`config.mk`:
```
export PLATFORM = sky130hd
export DESIGN_NAME = playlist_sequencer_flat
export DESIGN_NICKNAME = d
export VERILOG_FILES = /design/src/rtl/playlist_sequencer_if.sv /design/src/rtl/playlist_sequencer.sv /design/src/flat_wrapper.sv
export SDC_FILE = /design/constraint.sdc
export NUM_CORES = 1
export LEC_CHECK = 0
export CORE_MARGIN = 2
export CORE_UTILIZATION = 55
export CTS_CLUSTER_DIAMETER = 150
export DETAILED_ROUTE_END_ITERATION = 6
export PLACE_DENSITY = 0.77
export RECOVER_POWER = 100
export SLEW_MARGIN = 25
export SYNTH_ARGS = -nofsm -noshare
export SYNTH_HDL_FRONTEND = slang
export SYNTH_SLANG_ARGS = --single-unit
export TNS_END_PERCENT = 1
```
`constraint.sdc`:
```
create_clock -name clk -period 14.4 [get_ports clk]
set_input_delay 2.88 -clock clk [delete_from_list [all_inputs] [get_ports clk]]
set_output_delay 2.88 -clock clk [all_outputs]
set_load 0.05 [all_outputs]
```
`src/rtl/playlist_sequencer_if.sv`:
```
// Playlist sequencer bus.
// Bundles the control inputs, the shared ROM port and the tone-generator
// output of the playlist sequencer so both sides share one port.
//
// Signal semantics: tick, next_req and prev_req are single-clock strobes
// with no backpressure. Each is acted on in the cycle it is high and never
// held or queued. rom_data answers rom_addr one clock later.
//
//   master (sequencer side):
//     in  tick, pause, mode[2:0], choice[1:0], rand_in[1:0],
//         next_req, prev_req, rom_data[15:0]
//     out rom_addr[10:0], song_sel[1:0], outdata[15:0], playing,
//         song_done, state_dbg[1:0]
//   slave (environment side): the same signals with directions reversed.
interface playlist_sequencer_if;
   logic        tick;
   logic        pause;
   logic [2:0]  mode;
   logic [1:0]  choice;
   logic [1:0]  rand_in;
   logic        next_req;
   logic        prev_req;
   logic [15:0] rom_data;
   logic [10:0] rom_addr;
   logic [1:0]  song_sel;
   logic [15:0] outdata;
   logic        playing;
   logic        song_done;
   logic [1:0]  state_dbg;

   modport master (
      input  tick, pause, mode, choice, rand_in, next_req, prev_req, rom_data,
      output rom_addr, song_sel, outdata, playing, song_done, state_dbg
   );

   modport slave (
      output tick, pause, mode, choice, rand_in, next_req, prev_req, rom_data,
      input  rom_addr, song_sel, outdata, playing, song_done, state_dbg
   );
endinterface

```
`src/rtl/playlist_sequencer.sv`:
```
// Playlist sequencer for the music player.
// Selects one of four song ROMs and steps the shared ROM address once per
// note tick. A silent gap is inserted between songs. Order, random and chosen
// playback, pause, and next/prev skips are handled here. The note word read
// back is converted to a frequency word for the tone generator. Modes 3-7
// belong to the keyboard record/playback logic, so in those modes this
// block sits in IDLE.
//
// Ports:
//   clk    system clock
//   reset  synchronous reset, active-low
//   bus    playlist_sequencer_if.master:
//          controls in, ROM address/select out, outdata, playing, song_done,
//          and state_dbg, which is a copy of the FSM state.
module playlist_sequencer #(
   parameter int LEN0      = 270,
   parameter int LEN1      = 220,
   parameter int LEN2      = 260,
   parameter int LEN3      = 260,
   parameter int GAP_TICKS = 12,
   parameter int FREQ_K    = 89478
) (
   input  logic                        clk,
   input  logic                        reset,
   playlist_sequencer_if.master        bus
);

   localparam logic [1:0] S_IDLE = 2'd0;
   localparam logic [1:0] S_PLAY = 2'd1;
   localparam logic [1:0] S_GAP  = 2'd2;

   localparam int GW = (GAP_TICKS > 1) ? $clog2(GAP_TICKS) : 1;
   localparam logic [GW-1:0] GAP_LAST = GW'(GAP_TICKS - 1);

   logic [1:0]    state;
   logic [10:0]   addr;
   logic [1:0]    sel;
   logic [GW-1:0] gap_cnt;
   logic [15:0]   out_q;
   logic          done_q;

   logic          mode_ok;
   logic [1:0]    sel_next;
   logic [1:0]    sel_prev;
   logic [10:0]   last_addr;
   logic [32:0]   prod;
   logic [15:0]   conv;

   // Modes 0-2 are the playlist modes. Anything higher parks the block.
   assign mode_ok = (bus.mode <= 3'd2);

   // The song picked at a selection point (end of gap, or next_req).
   always_comb begin
      sel_next = sel + 2'd1;
      case (bus.mode)
         3'd1:    sel_next = bus.rand_in;
         3'd2:    sel_next = bus.choice;
         default: sel_next = sel + 2'd1;
      endcase
   end

   // prev_req steps back only in order mode; otherwise it restarts the song.
   assign sel_prev = (bus.mode == 3'd0) ? (sel - 2'd1) : sel;

   always_comb begin
      last_addr = 11'(LEN0 - 1);
      case (sel)
         2'd0:    last_addr = 11'(LEN0 - 1);
         2'd1:    last_addr = 11'(LEN1 - 1);
         2'd2:    last_addr = 11'(LEN2 - 1);
         default: last_addr = 11'(LEN3 - 1);
      endcase
   end

   // Frequency conversion. A 16x17-bit product fits in 33 bits. Bit 32 set
   // means the scaled word overflowed 16 bits, so the word is clamped.
   assign prod = 33'(bus.rom_data) * 33'(FREQ_K);
   assign conv = prod[32] ? 16'hFFFF : prod[31:16];

   always_ff @(posedge clk) begin
      if (!reset) begin
         state   <= S_IDLE;
         addr    <= 11'd0;
         sel     <= 2'd0;
         gap_cnt <= '0;
         out_q   <= 16'd0;
         done_q  <= 1'b0;
      end else begin
         done_q <= 1'b0;
         // rom_data here belongs to the address of the previous clock, which
         // gives two clocks from rom_addr to outdata.
         out_q  <= (state == S_PLAY && !bus.pause && mode_ok) ? conv : 16'd0;

         if (state == S_IDLE) begin
            if (mode_ok && !bus.pause) begin
               state   <= S_PLAY;
               addr    <= 11'd0;
               gap_cnt <= '0;
               if (bus.mode == 3'd1)
                  sel <= bus.rand_in;
               else if (bus.mode == 3'd2)
                  sel <= bus.choice;
            end
         end else if (state == S_PLAY || state == S_GAP) begin
            // Priority: mode exit > next > prev > live choice > tick.
            // Skips are accepted while paused. Only the tick is gated by pause.
            if (!mode_ok) begin
               state   <= S_IDLE;
               addr    <= 11'd0;
               gap_cnt <= '0;
            end else if (bus.next_req) begin
               state   <= S_PLAY;
               sel     <= sel_next;
               addr    <= 11'd0;
               gap_cnt <= '0;
            end else if (bus.prev_req) begin
               state   <= S_PLAY;
               sel     <= sel_prev;
               addr    <= 11'd0;
               gap_cnt <= '0;
            end else if (bus.mode == 3'd2 && bus.choice != sel) begin
               state   <= S_PLAY;
               sel     <= bus.choice;
               addr    <= 11'd0;
               gap_cnt <= '0;
            end else if (!bus.pause && bus.tick) begin
               if (state == S_PLAY) begin
                  if (addr < last_addr) begin
                     addr <= addr + 11'd1;
                  end else begin
                     state   <= S_GAP;
                     gap_cnt <= '0;
                     done_q  <= 1'b1;
                  end
               end else if (gap_cnt == GAP_LAST) begin
                  // Counter runs 0..GAP_TICKS-1. Leaving on the tick that
                  // finds it at the top gives GAP_TICKS silent tick periods.
                  state   <= S_PLAY;
                  sel     <= sel_next;
                  addr    <= 11'd0;
                  gap_cnt <= '0;
               end else begin
                  gap_cnt <= gap_cnt + 1'b1;
               end
            end
         end else begin
            state   <= S_IDLE;
            addr    <= 11'd0;
            gap_cnt <= '0;
         end
      end
   end

   assign bus.rom_addr  = addr;
   assign bus.song_sel  = sel;
   assign bus.outdata   = out_q;
   assign bus.song_done = done_q;
   assign bus.playing   = (state == S_PLAY) && !bus.pause;
   assign bus.state_dbg = state;

endmodule

```
`src/flat_wrapper.sv`:
```
// flat-port wrapper written by rule: the top's interface ports become plain ports
module playlist_sequencer_flat 
#(
   parameter int LEN0      = 270,
   parameter int LEN1      = 220,
   parameter int LEN2      = 260,
   parameter int LEN3      = 260,
   parameter int GAP_TICKS = 12,
   parameter int FREQ_K    = 89478
)
  (clk, reset, bus_tick, bus_pause, bus_mode, bus_choice, bus_rand_in, bus_next_req, bus_prev_req, bus_rom_data, bus_rom_addr, bus_song_sel, bus_outdata, bus_playing, bus_song_done, bus_state_dbg);
  playlist_sequencer_if bus_i ();
  input  logic clk;
  input  logic reset;
  input wire logic [$bits(bus_i.tick)-1:0] bus_tick;
  input wire logic [$bits(bus_i.pause)-1:0] bus_pause;
  input wire logic [$bits(bus_i.mode)-1:0] bus_mode;
  input wire logic [$bits(bus_i.choice)-1:0] bus_choice;
  input wire logic [$bits(bus_i.rand_in)-1:0] bus_rand_in;
  input wire logic [$bits(bus_i.next_req)-1:0] bus_next_req;
  input wire logic [$bits(bus_i.prev_req)-1:0] bus_prev_req;
  input wire logic [$bits(bus_i.rom_data)-1:0] bus_rom_data;
  output wire logic [$bits(bus_i.rom_addr)-1:0] bus_rom_addr;
  output wire logic [$bits(bus_i.song_sel)-1:0] bus_song_sel;
  output wire logic [$bits(bus_i.outdata)-1:0] bus_outdata;
  output wire logic [$bits(bus_i.playing)-1:0] bus_playing;
  output wire logic [$bits(bus_i.song_done)-1:0] bus_song_done;
  output wire logic [$bits(bus_i.state_dbg)-1:0] bus_state_dbg;
  assign bus_i.tick = bus_tick;
  assign bus_i.pause = bus_pause;
  assign bus_i.mode = bus_mode;
  assign bus_i.choice = bus_choice;
  assign bus_i.rand_in = bus_rand_in;
  assign bus_i.next_req = bus_next_req;
  assign bus_i.prev_req = bus_prev_req;
  assign bus_i.rom_data = bus_rom_data;
  assign bus_rom_addr = bus_i.rom_addr;
  assign bus_song_sel = bus_i.song_sel;
  assign bus_outdata = bus_i.outdata;
  assign bus_playing = bus_i.playing;
  assign bus_song_done = bus_i.song_done;
  assign bus_state_dbg = bus_i.state_dbg;
  playlist_sequencer #(.LEN0(LEN0), .LEN1(LEN1), .LEN2(LEN2), .LEN3(LEN3), .GAP_TICKS(GAP_TICKS), .FREQ_K(FREQ_K)) u_core (.clk(clk), .reset(reset), .bus(bus_i));
endmodule
```
; Word level (Yosys, flattened, before mapping)
; Index checks and enable logic that the tools add are counted.
[word_totals]
word_cells = 103
input_bits = 29
register_bits = 36
output_inout_bits = 33
[classes]
n_eq_ne = 15
n_reduce_logical = 20
add_sub_neg = 4
mul = 1
mux = 50
n_lt_le_gt_ge = 2
bitwise = 5
[ops]
columns = op, count
row1 = two-way mux 11 bit, 11
row2 = two-way mux 2 bit, 24
row3 = two-way mux 4 bit, 11
row4 = multiplier 16 x 16 -> 32 bit (second input constant), 1
row5 = != test 8 bit (second input constant), 3
row6 = case mux 9 bit (2 select lines), 1
row7 = two-way mux 16 bit, 1
row8 = adder 11 x 1 -> 11 bit (second input constant), 1
row9 = less-than comparator 11 x 9 -> 1 bit, 1
row10 = nonzero test 5 bit, 2
row11 = OR reduction 9 bit, 1
row12 = AND reduction 4 bit, 2
row13 = AND reduction 8 bit, 1
row14 = != test 7 bit (second input constant), 1
row15 = logical AND 1 bit, 5
row16 = != test 5 bit (second input constant), 1
row17 = inverter 1 bit, 5
row18 = adder 4 x 1 -> 4 bit (second input constant), 1
row19 = == test 2 x 1 -> 1 bit (second input constant), 2
row20 = == test 4 bit (second input constant), 1
row21 = zero test 2 bit, 2
row22 = != test 4 x 2 -> 1 bit (second input constant), 1
row23 = case mux 2 bit (2 select lines), 1
row24 = nonzero test 2 bit, 2
row25 = 15 further kinds, 15

; Depth between registers and ports, before layout
[logic_depth]
depth_word = 12
depth_mapped = 21
mapped_depth_nobuf = 20

; Worst setup path after synthesis
; No wires, ideal clock.
[synth_timing]
path_type = input-to-reg
start = input port bus_rom_data[1]
end = register u_core.out_q[10] (netlist: u_core.bus.outdata[10])
path_slack_ps = 6440
required_time_ps = 14330
t_arrival_ps = 7889
stages = 19
n_path_buf = 1
setup_ps = 70
cell_sequence = ha_1 -> inv_1 -> fa_1 -> inv_1 -> fa_1 -> fa_1 -> inv_1 -> fa_1 -> fa_1 -> inv_1 -> ha_1 -> a21oi_1 -> o21ai_1 -> or2_1 -> o2111ai_1 -> o31ai_2 -> o311a_1 -> buf_2 -> a21oi_1
[synth_between]
elab_chain_len = 2
[synth_rtl]
columns = element, line
row1 = "start, declared", flat_wrapper.sv:22  ; input wire logic [$bits(bus_i.rom_data)-1:0] bus_rom_data;
row2 = multiplier 16 x 16 -> 32 bit, playlist_sequencer.sv:77  ; assign prod = 33'(bus.rom_data) * 33'(FREQ_K);
row3 = two-way mux 16 bit, playlist_sequencer.sv:78  ; assign conv = prod[32] ? 16'hFFFF : prod[31:16];
row4 = "end signal, assigned", playlist_sequencer.sv:92  ; out_q <= (state == S_PLAY && !bus.pause && mode_ok) ? conv : 16'd0;
row5 = "end, declared", playlist_sequencer.sv:39  ; logic [15:0] out_q;
; No other way between the ends.
; A chain may end at the register's enable or synchronous reset.

; Final worst setup path
[layout_timing]
start = input port bus_rom_data[7]
end = register u_core.out_q[3] (netlist: u_core.bus.outdata[3])
; The elaborated chain is that of the path after synthesis.

==> impl_metrics.csv <==
group,metric,value,unit
yosys,yosysMostFrequentCell,"ha_1",
yosys,yosys.area_share.simple,9.63,%
drt,drc,0,
grt,overflow,0,
clock_tree,clkSlewWorstSetupHoldPaths,0.05,ns
power_and_ir_drop,power,0.00142,W
drt,drtAntennaViolNets,0,
placement,gp_congestion,0.879,
clock_tree,cts_tree,"built",
final_layout,n_fill_cell,962,
yosys,synth_edf_count,0,
clock_tree,cts_resized,0,
sta,rsz0062_at_grt,"no",
worst_setup_path,slowest_delay,0.75,ns
yosys,ys_seq_elements,36,
worst_setup_path,cp_cell_sequence,"dlygate4sd3_1 > ha_1 > fa_1 > inv_1 > fa_1 > inv_1 > fa_1 > fa_1 > inv_1 > fa_1 > inv_1 > ha_1 > and4_1 > nand4_1 > a31oi_1 > nor3_1 > o31ai_1 > o311a_1 > a21oi_1",
final_layout,fin_nets,1001,
yosys,yosysUniqueCellTypes,61,
worst_setup_path,start_kind,"primary input",
yosys,synth_common_cells,"ha_1 (153), inv_1 (148), fa_1 (80)",
yosys,syn-num-nets,941,
yosys,yosys.area_share.adder,54.7,%
floorplan,core,11400,um^2
final_layout,drive_gt1_share,2.44,%
sta,relSlewSlack,56.4,%
floorplan,io_pins,62,
sta,timing.final.crit_share,63.7,%
sta,slew_viol_final,0,
clock_tree,cts_hold_buf,0,
drt,top_layer_used,"met4",
sta,fin_skew,0.00401,ns
worst_setup_path,critPathKind,"primary input to flip-flop",
worst_setup_path,required,14.53,ns
yosys,ys_top_cells_by_area,"ha_1 (30%), fa_1 (25%), dfxtp_1 (11%)",
yosys,ys_seq_area_share,11.2,%
drt,m1WireLength,6.42,mm
clock_tree,insertion_delay,0.28,ns
drt,met2_length,6.89,mm
sta,fmax,0.109,GHz
yosys,muxShareOfSynthArea,0.641,%
worst_setup_path,crit_slowest_cell,"dlygate4sd3_1",
worst_setup_path,crit_buf_inv,5,
clock_tree,cts_setup_buffers,0,
drt,route.detailed.vias_per_inst,5.48,
status,status,"finished clean",
drt,wl,14.0,mm
floorplan,row_count,39,
floorplan,die_w,112,um
placement,post-place-ws,5.25,ns
drt,dr.pass1.iters,4,
clock_tree,cts_sinks,36,
grt,grt_pass1_vias,5353,
yosys,synthFlopType,"dfxtp_1",
sta,tns,0,ns
worst_setup_path,cp-end-kind,"flip-flop",
sta,worst_pin_slew,0.648,ns
yosys,synth_top_family_by_area,"adder cells",
worst_setup_path,cp_common_cell,"fa_1",
worst_setup_path,critPathTopFamily,"adder cells",
yosys,synth_area_leader_cell,"ha_1",
floorplan,fp.dieArea,12600,um^2
hold_path,hold_class,"flip-flop to flip-flop",
worst_setup_path,crit_fanout,16,
power_and_ir_drop,vdd_ir_drop_max,146,uV
drt,met3_length,540,um
clock_tree,cts_made_buffers,5,
yosys,syn_inst,679,
grt,gr-usage-all-layers,24.4,%
power_and_ir_drop,p_per_area,196,nW/um^2
yosys,synthesis.area,6440,um^2
floorplan,die_h,112,um
yosys,synth_xor_area_share,2.85,%
flow_run,cap_violations,0,
drt,first_iter_violations,165,
grt,antenna_found_initial,0,
floorplan,start_util,56.4,%
placement,dp_hpwl,12.1,mm
worst_setup_path,crit_arrival,9.29,ns
grt,grt_pass1_wl,25.2,mm
sta,layout_min_cycle_time,9.17,ns
clock_tree,htreeDepth,2,
yosys,synth.avg_cell_area,9.49,um^2
yosys,ys_warn_count,0,
grt,grt_max_degree,20,
sta,setup_slack,5.23,ns
yosys,synth-compound-area-share,11.7,%
sta,hold_violations,0,
final_layout,diodes,0,
yosys,synth_top_area_share,29.7,%
final_layout,area_growth,13.1,%
yosys,async_flop_share,0,%
sta,finalSetupViolations,0,
power_and_ir_drop,cellLeakagePower,3.81,nW
drt,vias,4832,
drt,wire_per_inst,15.9,um
clock_tree,cts_root_buf,"clkbuf_16",
clock_tree,cts_max_path_buffers,2,
placement,io_buffers,61,
-- cell type report --
class / instances / area [um^2] / share of cell area (%)
tap: 143 / 179 / 2.46
sequential: 36 / 721 / 9.89
multi-input combinational: 486 / 5080 / 69.8
inverter: 149 / 559 / 7.68
timing repair buffer: 61 / 611 / 8.38
clock inverter: 1 / 5.00 / 0.0687
clock buffer: 6 / 129 / 1.77
-- worst register-to-register path, stage by stage, from the launching register on --
cell and delay [ns]:
dfxtp_1 0.39, inv_1 0.09, ha_1 0.24, ha_1 0.29, a21o_1 0.18, a21oi_1 0.15
o21ai_1 0.07, a31oi_1 0.26, o211ai_1 0.20, or4_1 0.67, or2_0 0.29, a21oi_2 0.15
-- stage by stage --
step           std cells  utilization, %  area (um^2)  hold slack (ns)
3_5_place_dp         875            63.0         7200            0.487
6_report             882            63.8         7290            0.492
2_1_floorplan        679               -         6440            0.452
4_1_cts              882            64.2         7330            0.494
5_1_grt              882            63.8         7290            0.516
3_3_place_gp         875            63.0         7200            0.465
-- sequential cells by signal, summed over array words and instances (netlist names) --
| signal | cells |
|---|---|
| u_core.bus.outdata | 16 |
| u_core.bus.rom_addr | 11 |
| u_core.gap_cnt | 4 |
| u_core.bus.song_sel | 2 |
| u_core.bus.state_dbg | 2 |
| u_core.bus.song_done | 1 |
-- metal layers --
metal,GRT usage (%),up-vias
met3,2.75,18
met4,6.26,0
met5,0,-
met2,41.7,100
met1,33.2,2303
li1,-,2411
-- cell usage in the layout (no fill, tap or decap), types with 12 or more instances in the layout --
master and n:
a21oi_1 42, dlygate4sd3_1 36, a21o_1 15, o21ai_0 15
fa_1 80, inv_1 148, xor2_1 12, nand3_1 13
nor2_1 26, nand2_1 21, dfxtp_1 36, clkdlybuf4s50_1 25
ha_1 153
-- worst paths after layout --
path	from	endpoint	slack, ns	cells past startpoint
setup / recovery	bus_rom_data[7]	u_core.bus.outdata[3]	5.23	19
hold / removal	u_core.gap_cnt[1]	u_core.gap_cnt[1]	0.49	2
setup reg to reg	u_core.bus.song_sel[0]	u_core.bus.rom_addr[0]	11.34	11
hold reg to reg	u_core.gap_cnt[1]	u_core.gap_cnt[1]	0.49	2
-- power breakdown --
group,total [W],switching [W],internal [W]
Sequential,0.000108,0.00000267,0.000105
Combinational,0.00122,0.000700,0.000515
Clock,0.000102,0.0000388,0.0000628
-- kinds of logic (layout without fill, tap and decap cells) --
logic type      after synthesis  count (layout)
buf+inv                     157             217
flops                        36              36
compound gates              112             112
fa+ha+maj                   234             234
simple gates                115             115
mux                           4               4
xor+xnor                     21              21
Note: power is estimated with default switching activity, not from simulation.
